==> config.mk <==
export PLATFORM = sky130hd
export DESIGN_NAME = i2c_clk_gen_mod
export DESIGN_NICKNAME = d
export VERILOG_FILES = /design/src/rtl/i2c_clk_gen_mod.sv
export SDC_FILE = /design/constraint.sdc
export NUM_CORES = 1
export LEC_CHECK = 0
export CAP_MARGIN = 20
export CORE_UTILIZATION = 55
export CTS_BUF_LIST = sky130_fd_sc_hd__clkbuf_16
export CTS_CLUSTER_SIZE = 40
export DETAILED_ROUTE_END_ITERATION = 6
export GPL_ROUTABILITY_DRIVEN = 0
export PLACE_DENSITY_LB_ADDON = 0.25
export SYNTH_ARGS = -nofsm -noshare
export SYNTH_HDL_FRONTEND = slang
export SYNTH_SLANG_ARGS = --single-unit
==> constraint.sdc <==
create_clock -name clk_i -period 4.4 [get_ports clk_i]
set_clock_uncertainty 0.15 [all_clocks]
set_input_delay 0.88 -clock clk_i [delete_from_list [all_inputs] [get_ports clk_i]]
set_output_delay 0.88 -clock clk_i [all_outputs]
set_load 0.03 [all_outputs]
==> src/rtl/i2c_clk_gen_mod.sv <==
// rtl/i2c_clk_gen_mod.sv - I2C SCL bit-timing generator: phase accumulator, quarter-phase strobes, stretch hold
// Runs entirely in clk_i; scl_o and ph_o are registered so the byte engine sees clean, glitch-free timing.
module i2c_clk_gen_mod #(
    parameter int unsigned       ACC_W        = 32,
    parameter int unsigned       IN_CLK_FREQ  = 100000000,
    parameter int unsigned       DEF_OUT_FREQ = 400000,
    parameter logic [ACC_W-1:0]  DEF_INC      = ACC_W'(
        (((64'(DEF_OUT_FREQ) * 64'd4) << ACC_W) + 64'(IN_CLK_FREQ / 2)) / 64'(IN_CLK_FREQ))
) (
    input  logic             clk_i,
    input  logic             rst_n_i,
    input  logic             en_i,
    input  logic [ACC_W-1:0] inc_i,
    input  logic             inc_load_i,
    input  logic             scl_i,
    output logic             scl_o,
    output logic [3:0]       ph_o,
    output logic             stretch_o,
    output logic             cfg_err_o
);

    typedef enum logic [1:0] {
        ST_IDLE = 2'd0,
        ST_RUN  = 2'd1,
        ST_HOLD = 2'd2
    } state_e;

    state_e           state_q, state_d;
    logic [ACC_W-1:0] acc_q, acc_d;
    logic [1:0]       phase_q, phase_d;
    logic [1:0]       age_q, age_d;
    logic [ACC_W-1:0] inc_act_q, inc_act_d;
    logic [ACC_W-1:0] inc_pend_q, inc_pend_d;
    logic             pend_v_q, pend_v_d;
    logic             scl_q, scl_d;
    logic [3:0]       ph_q, ph_d;
    logic             cfg_err_q, cfg_err_d;
    logic             sync1_q, sync2_q;

    logic [ACC_W:0]   sum;
    logic             tick;
    logic [1:0]       phase_nx;
    logic             hold_req;
    logic             start;
    logic             adv;
    logic             wrap;
    logic             load_ok;
    logic             load_bad;
    logic             transfer;

    // Two-flop synchroniser for the asynchronous SCL sense input
    always_ff @(posedge clk_i or negedge rst_n_i) begin
        if (!rst_n_i) begin
            sync1_q <= 1'b1;
            sync2_q <= 1'b1;
        end else begin
            sync1_q <= scl_i;
            sync2_q <= sync1_q;
        end
    end

    assign sum      = {1'b0, acc_q} + {1'b0, inc_act_q};
    assign tick     = sum[ACC_W];
    assign phase_nx = phase_q + 2'd1;

    // The synchroniser still carries the pre-release low level for the first
    // two cycles of phase 2, so a stretch is only recognised once age_q saturates.
    assign hold_req = (phase_q == 2'd2) && (age_q == 2'd2) && !sync2_q;

    // State register
    always_ff @(posedge clk_i or negedge rst_n_i) begin
        if (!rst_n_i) begin
            state_q <= ST_IDLE;
        end else begin
            state_q <= state_d;
        end
    end

    // Next-state logic
    always_comb begin
        state_d = state_q;
        case (state_q)
            ST_IDLE: begin
                if (en_i) begin
                    state_d = ST_RUN;
                end
            end
            ST_RUN: begin
                if (!en_i) begin
                    state_d = ST_IDLE;
                end else if (hold_req) begin
                    state_d = ST_HOLD;
                end
            end
            ST_HOLD: begin
                if (!en_i) begin
                    state_d = ST_IDLE;
                end else if (sync2_q) begin
                    state_d = ST_RUN;
                end
            end
            default: state_d = ST_IDLE;
        endcase
    end

    // Output / control decode
    always_comb begin
        start = 1'b0;
        adv   = 1'b0;
        case (state_q)
            ST_IDLE: start = en_i;
            ST_RUN:  adv   = en_i && !hold_req;
            ST_HOLD: adv   = en_i && sync2_q;
            default: begin
                start = 1'b0;
                adv   = 1'b0;
            end
        endcase
    end

    assign stretch_o = (state_q == ST_HOLD);

    assign wrap     = adv && tick && (phase_q == 2'd3);
    assign load_ok  = inc_load_i && (inc_i != '0);
    assign load_bad = inc_load_i && (inc_i == '0);
    // Rate changes only land on a period boundary or while idle
    assign transfer = pend_v_q && (!en_i || wrap);

    // Accumulator, phase and strobe datapath
    always_comb begin
        acc_d   = acc_q;
        phase_d = phase_q;
        age_d   = age_q;
        scl_d   = scl_q;
        ph_d    = 4'b0000;
        if (!en_i) begin
            acc_d   = '0;
            phase_d = 2'd0;
            age_d   = 2'd0;
            scl_d   = 1'b1;
        end else if (start) begin
            // Enable edge is the entry into phase 0, like a 3->0 wrap with acc cleared
            acc_d   = '0;
            phase_d = 2'd0;
            age_d   = 2'd0;
            scl_d   = 1'b0;
            ph_d    = 4'b0001;
        end else begin
            if (adv) begin
                acc_d = sum[ACC_W-1:0];
            end
            if (adv && tick) begin
                phase_d = phase_nx;
                age_d   = 2'd0;
                scl_d   = phase_nx[1];
                ph_d    = 4'b0001 << phase_nx;
            end else if (age_q != 2'd2) begin
                age_d = age_q + 2'd1;
            end
        end
    end

    // Increment staging and load validation
    always_comb begin
        inc_act_d  = inc_act_q;
        inc_pend_d = inc_pend_q;
        pend_v_d   = pend_v_q;
        cfg_err_d  = load_bad;
        if (transfer) begin
            inc_act_d = inc_pend_q;
            pend_v_d  = 1'b0;
        end
        if (load_ok) begin
            inc_pend_d = inc_i;
            pend_v_d   = 1'b1;
        end
    end

    always_ff @(posedge clk_i or negedge rst_n_i) begin
        if (!rst_n_i) begin
            acc_q      <= '0;
            phase_q    <= 2'd0;
            age_q      <= 2'd0;
            inc_act_q  <= DEF_INC;
            inc_pend_q <= DEF_INC;
            pend_v_q   <= 1'b0;
            scl_q      <= 1'b1;
            ph_q       <= 4'b0000;
            cfg_err_q  <= 1'b0;
        end else begin
            acc_q      <= acc_d;
            phase_q    <= phase_d;
            age_q      <= age_d;
            inc_act_q  <= inc_act_d;
            inc_pend_q <= inc_pend_d;
            pend_v_q   <= pend_v_d;
            scl_q      <= scl_d;
            ph_q       <= ph_d;
            cfg_err_q  <= cfg_err_d;
        end
    end

    assign scl_o     = scl_q;
    assign ph_o      = ph_q;
    assign cfg_err_o = cfg_err_q;

endmodule
---- Word-level counts from Yosys, hierarchy flattened ----
Cells that the tools add are included.
word-level totals
  bits in registers ....................... 111
  output and inout port bits .............. 7
operators by class
  $add $sub $neg .......................... 3
  eq/ne operators ......................... 12
  shift-type cells ........................ 1
  mux-type cells .......................... 26
  reductions and logical operators ........ 18
operators with widths
  kind                   count
  $mux W32               3
  $add A32 B32 Y33       1
  $logic_not A32 Y1      1
  $reduce_bool A32 Y1    1
  $mux W2                12
  $mux W4                3
  $logic_and A1 B1 Y1    9
  $eq A2 B2 Y1 const B   4
  $mux W1                6
  $ne A3 B1 Y1 const B   2
  $pmux W2 S3            1
  $add A2 B1 Y2 const B  2
  $ne A2 B2 Y1 const B   2
  $ne A4 B1 Y1 const B   1
  $shl A1 B2 Y4 const A  1
  $logic_not A1 Y1       3
  $ne A3 B2 Y1 const B   1
  $ne A3 B3 Y1 const B   1
  $reduce_and A3 Y1      1
  $eq A2 B1 Y1 const B   1
  $logic_not A2 Y1       1
  $pmux W1 S2            1
  $reduce_bool A2 Y1     1
  $logic_or A1 B1 Y1     1

---- Longest topological paths before layout ----
  depth in word-level cells ............... 12
  gate-level depth with buffers ........... 11

---- Worst setup path before layout ----
Ideal clock, no wire load.
  kind .................................... register to register
  from .................................... reg acc_q[0]
  to ...................................... reg inc_act_q[10]
  setup time .............................. 0.125 ns
  arrival time ............................ 2.916 ns
  data required time ...................... 4.125 ns
  slack ................................... 1.209 ns
  stages on the path, launching flop included .. 12
  path buffers ............................ 1
  period minus slack after synthesis ...... 3.191 ns
  cells stage by stage .................... dfrtp_1 ha_1 fa_1 a21o_1 a221oi_2 o21bai_2 a21o_1 a31oi_4 nor2_2 o21ai_4 buf_12 mux2_4
between the ends
  cells in the longest elaborated chain, start to end .. 5
ends and longest elaborated chain
  item                              RTL line  RTL
  from (decl)                       29        logic [ACC_W-1:0] acc_q, acc_d;
  from (signal assigned)            181       acc_q <= '0;
  from (signal assigned)            191       acc_q <= acc_d;
  $add A32 B32 Y33                  62        assign sum = {1'b0, acc_q} + {1'b0, inc_act_q};
  $logic_and A1 B1 Y1 (2 in a row)  123       assign wrap = adv && tick && (phase_q == 2'd3);
  $logic_or A1 B1 Y1                127       assign transfer = pend_v_q && (!en_i || wrap);
  $logic_and A1 B1 Y1               127
  to (signal assigned)              194       inc_act_q <= inc_act_d;
  to (decl)                         32        logic [ACC_W-1:0] inc_act_q, inc_act_d;
Every way passes these cells.
A chain may end at the register's enable or synchronous reset.

---- Final worst setup path ----
  from .................................... reg acc_q[0]
  to ...................................... reg inc_act_q[14]
The elaborated chain is that of the path after synthesis.

==> flow_summary.toml <==
[power]
internal_power_mw = 1.940
p_comb_share_pct = 30.2
p_leak_nw = 3.228
clkPwrFrac_pct = 26.3
power_density_nw_per_um2 = 403.9
irDropWorstVdd_uv = 330.5
seqPwrFrac_pct = 43.5
switching_share_pct = 33.06
switchingPower_mw = 0.9579

[timing]
finalHoldViolCount = 0
maxSlewHeadroom_pct = 39.25
rsz0062_at_grt = "no"
final_max_slew_viol_count = 0
post-route-min-period_ns = 4.033
fin_crit_sh_pct = 91.67
fin_ws_ns = 0.3666
tightest_slew_ns = 0.9077
setup_viol = 0
setup_tns_ns = 0
clock.fmax_mhz = 247.9

[route]
drtIter0Drc = 260
drtAntennaViolNets = 0
drcViolationCount = 0
dr.pass1.iters = 4
via_per_inst = 5.940
routed-via-count = 4538
wl_per_cell_um = 17.14
totalWireLength_um = 13090

[logic_synthesis]
synthArstFlopShare_pct = 100.0
ys_seq_elements = 111
seq_area_frac_synth_pct = 44.29
avgSynthCellArea_sq_um = 10.94
syn_nets = 659
synth.cell_area_sq_um = 6347
ys_types = 60
synthFlopType = "dfrtp_1"
ys.warnings.count = 0
synth_edf_count = 0
synthCells = 580

[worst_hold_path]
hp-class = "reg2reg"
min_from = "sync1_q$_DFF_PN1_"

[clock_tree]
cts-resized-gates = 0
cts.clk_slew.worst_paths_ns = 0.07
hold_buffers = 0
cts_made_buffers = 9
insertion_delay_ns = 0.36
clkSinkCount = 111
post_cts_buffers = 0
cts_tree = "yes"
clockBufferDepth = 2
cts_root_buf = "clkbuf_16"
h-tree-depth = 3

[grt]
grt_pass1_vias = 4445
grtUsageTotal_pct = 24.06
grt_pass1_wl_um = 21910
antenna_found_initial = 0
grt_overflow = 0
grt_max_degree = 58

[critical_path]
cp.required_ns = 4.50
path_class = "reg2reg"
crit_start = "acc_q[0]$_DFFE_PN0P_"
critical_path_arrival_ns = 4.13
r2r-start = "acc_q[0]$_DFFE_PN0P_"
end_kind = "flop"
start_kind = "flop"
crit_fanout = 18

[floorplan]
ios = 44
die_area_sq_um = 11970
coreArea_sq_um = 11030
die_h_um = 109.4
num_rows = 38
start_util_pct = 57.54
die_x_um = 109.4

[run]
drv_cap = 0

[layout]
drive_gt1_share_pct = 21.63
final_nets = 698
n_fill_cell = 858
num_antenna_cells = 0
syn_to_final_growth_pct = 13.03

[place]
hpwl_um = 9543
portBuffers = 43
dpl_worst_slack_ns = 0.3682

[run_status]
status = "finished clean"
## final timing paths
check                                             to  slack [ns]  cells after the start
min reg2reg                        sync2_q$_DFF_PN1_        0.21                      0
min in group asynchronous       age_q[1]$_DFFE_PN0P_        0.42                      1
min                                sync2_q$_DFF_PN1_        0.21                      0
max in group asynchronous  inc_pend_q[6]$_DFFE_PN1P_        2.91                      2
max                        inc_act_q[14]$_DFFE_PN0P_        0.37                     11
max reg2reg                inc_act_q[14]$_DFFE_PN0P_        0.37                     11
## metrics by stage
step                hold slack, ns  area (sq um)  util [%]  cells  total power [mW]
CTS                         0.2085          7174     65.04    764             2.909
floorplan                   0.1952          6347         -    580             1.894
global placement            0.1976          6902     62.57    748             2.111
finish                      0.2073          7174     65.04    764             2.898
global route                0.2199          7174     65.04    764             3.056
detailed placement          0.1978          6902     62.57    748             2.144
## cell usage after synthesis (4+ instances only)
cell	count	area, sq um
nand3_1	14	70.07
ha_1	41	513.0
clkbuf_1	21	78.83
inv_1	10	37.54
o21a_1	4	30.03
nand4_1	9	56.30
o21ai_0	31	155.2
a31oi_1	7	43.79
xnor2_1	17	148.9
mux2_2	34	382.9
a21o_1	15	112.6
nor2b_1	4	25.02
xor2_1	9	78.83
dfstp_2	27	709.4
dfrtp_1	84	2102
a211oi_1	5	37.54
nor2_1	21	78.83
nor3_1	8	40.04
mux2_4	30	450.4
a21oi_1	47	235.2
nor4_1	10	62.56
nand2_1	60	225.2
a21boi_0	4	30.03
and3_1	11	68.82
## flip-flops by register name, summed over array words and instances (netlist names), 2 cells and up
register    count
acc_q          32
age_q           2
inc_act_q      32
inc_pend_q     32
ph_o            4
phase_q         2
state_q         2
## power by group through the flow
| stage | logic (mW) | registers (mW) | clock network [mW] |
|---|---|---|---|
| 2_1_floorplan | 0.645 | 1.25 | 0 |
| 3_3_place_gp | 0.841 | 1.27 | 0 |
| 3_5_place_dp | 0.867 | 1.28 | 0 |
| 4_1_cts | 0.873 | 1.26 | 0.778 |
| 5_1_grt | 0.965 | 1.27 | 0.818 |
| 6_report | 0.876 | 1.26 | 0.762 |
## worst max-delay path, cell delays in order, from the launching register on
cell      delay [ns]
dfrtp_1         0.38
ha_1            0.24
fa_1            0.42
a21o_1          0.20
a221oi_2        0.35
o21bai_2        0.17
a21o_1          0.26
a31oi_4         0.24
nor2_2          0.09
o21ai_4         0.73
buf_4           0.36
mux2_4          0.32
## area by class of cell
cell class / count / area (sq um) / area share (%)
Clock buffer: 9 / 225.2 / 3.139
Clock inverter: 7 / 47.55 / 0.6627
Inverter: 10 / 37.54 / 0.5232
Multi-Input combinational cell: 433 / 3354 / 46.76
Sequential cell: 111 / 2811 / 39.19
Tap cell: 140 / 175.2 / 2.442
Timing Repair Buffer: 54 / 523.0 / 7.290
## layout by cell type (no fill, tap or decap), types with 4 or more instances in the layout
cell type        instances
nor3_1                   8
nand2_1                 60
nor4_1                  10
ha_1                    41
buf_4                   11
xor2_1                   9
dfrtp_1                 84
o21a_1                   4
and3_1                  11
a21boi_0                 4
nand3_1                 14
a21o_1                  15
dfstp_2                 27
a21oi_1                 47
mux2_2                  34
a211oi_1                 5
nor2b_1                  4
a31oi_1                  7
nand4_1                  9
inv_1                   10
mux2_4                  30
nor2_1                  21
o21ai_0                 31
clkdlybuf4s50_1         42
clkbuf_16                9
xnor2_1                 17
## routing by layer
| layer | share of wire, % | up-vias | global-route usage (%) |
|---|---|---|---|
| li1 | - | 2195 | - |
| met1 | 46 | 2244 | 30.78 |
| met2 | 49 | 81 | 40.30 |
| met3 | 3.5 | 18 | 4.683 |
| met4 | 2.2 | 0 | 9.333 |
| met5 | 0 | - | 0 |
## cell families (layout without fill, tap and decap cells)
| group | after synthesis | in the layout | synth area share (%) |
|---|---|---|---|
| buffers and inverters | 36 | 80 | 2.917 |
| and+or+nand+nor | 153 | 153 | 11.79 |
| muxes | 67 | 67 | 13.60 |
| adders and majority gates | 42 | 42 | 8.397 |
| AOI/OAI and AO/OA | 145 | 145 | 15.41 |
| xor gates and xnor gates | 26 | 26 | 3.588 |
| DFF | 111 | 111 | 44.29 |
Note: power is estimated with default switching activity, not from simulation.
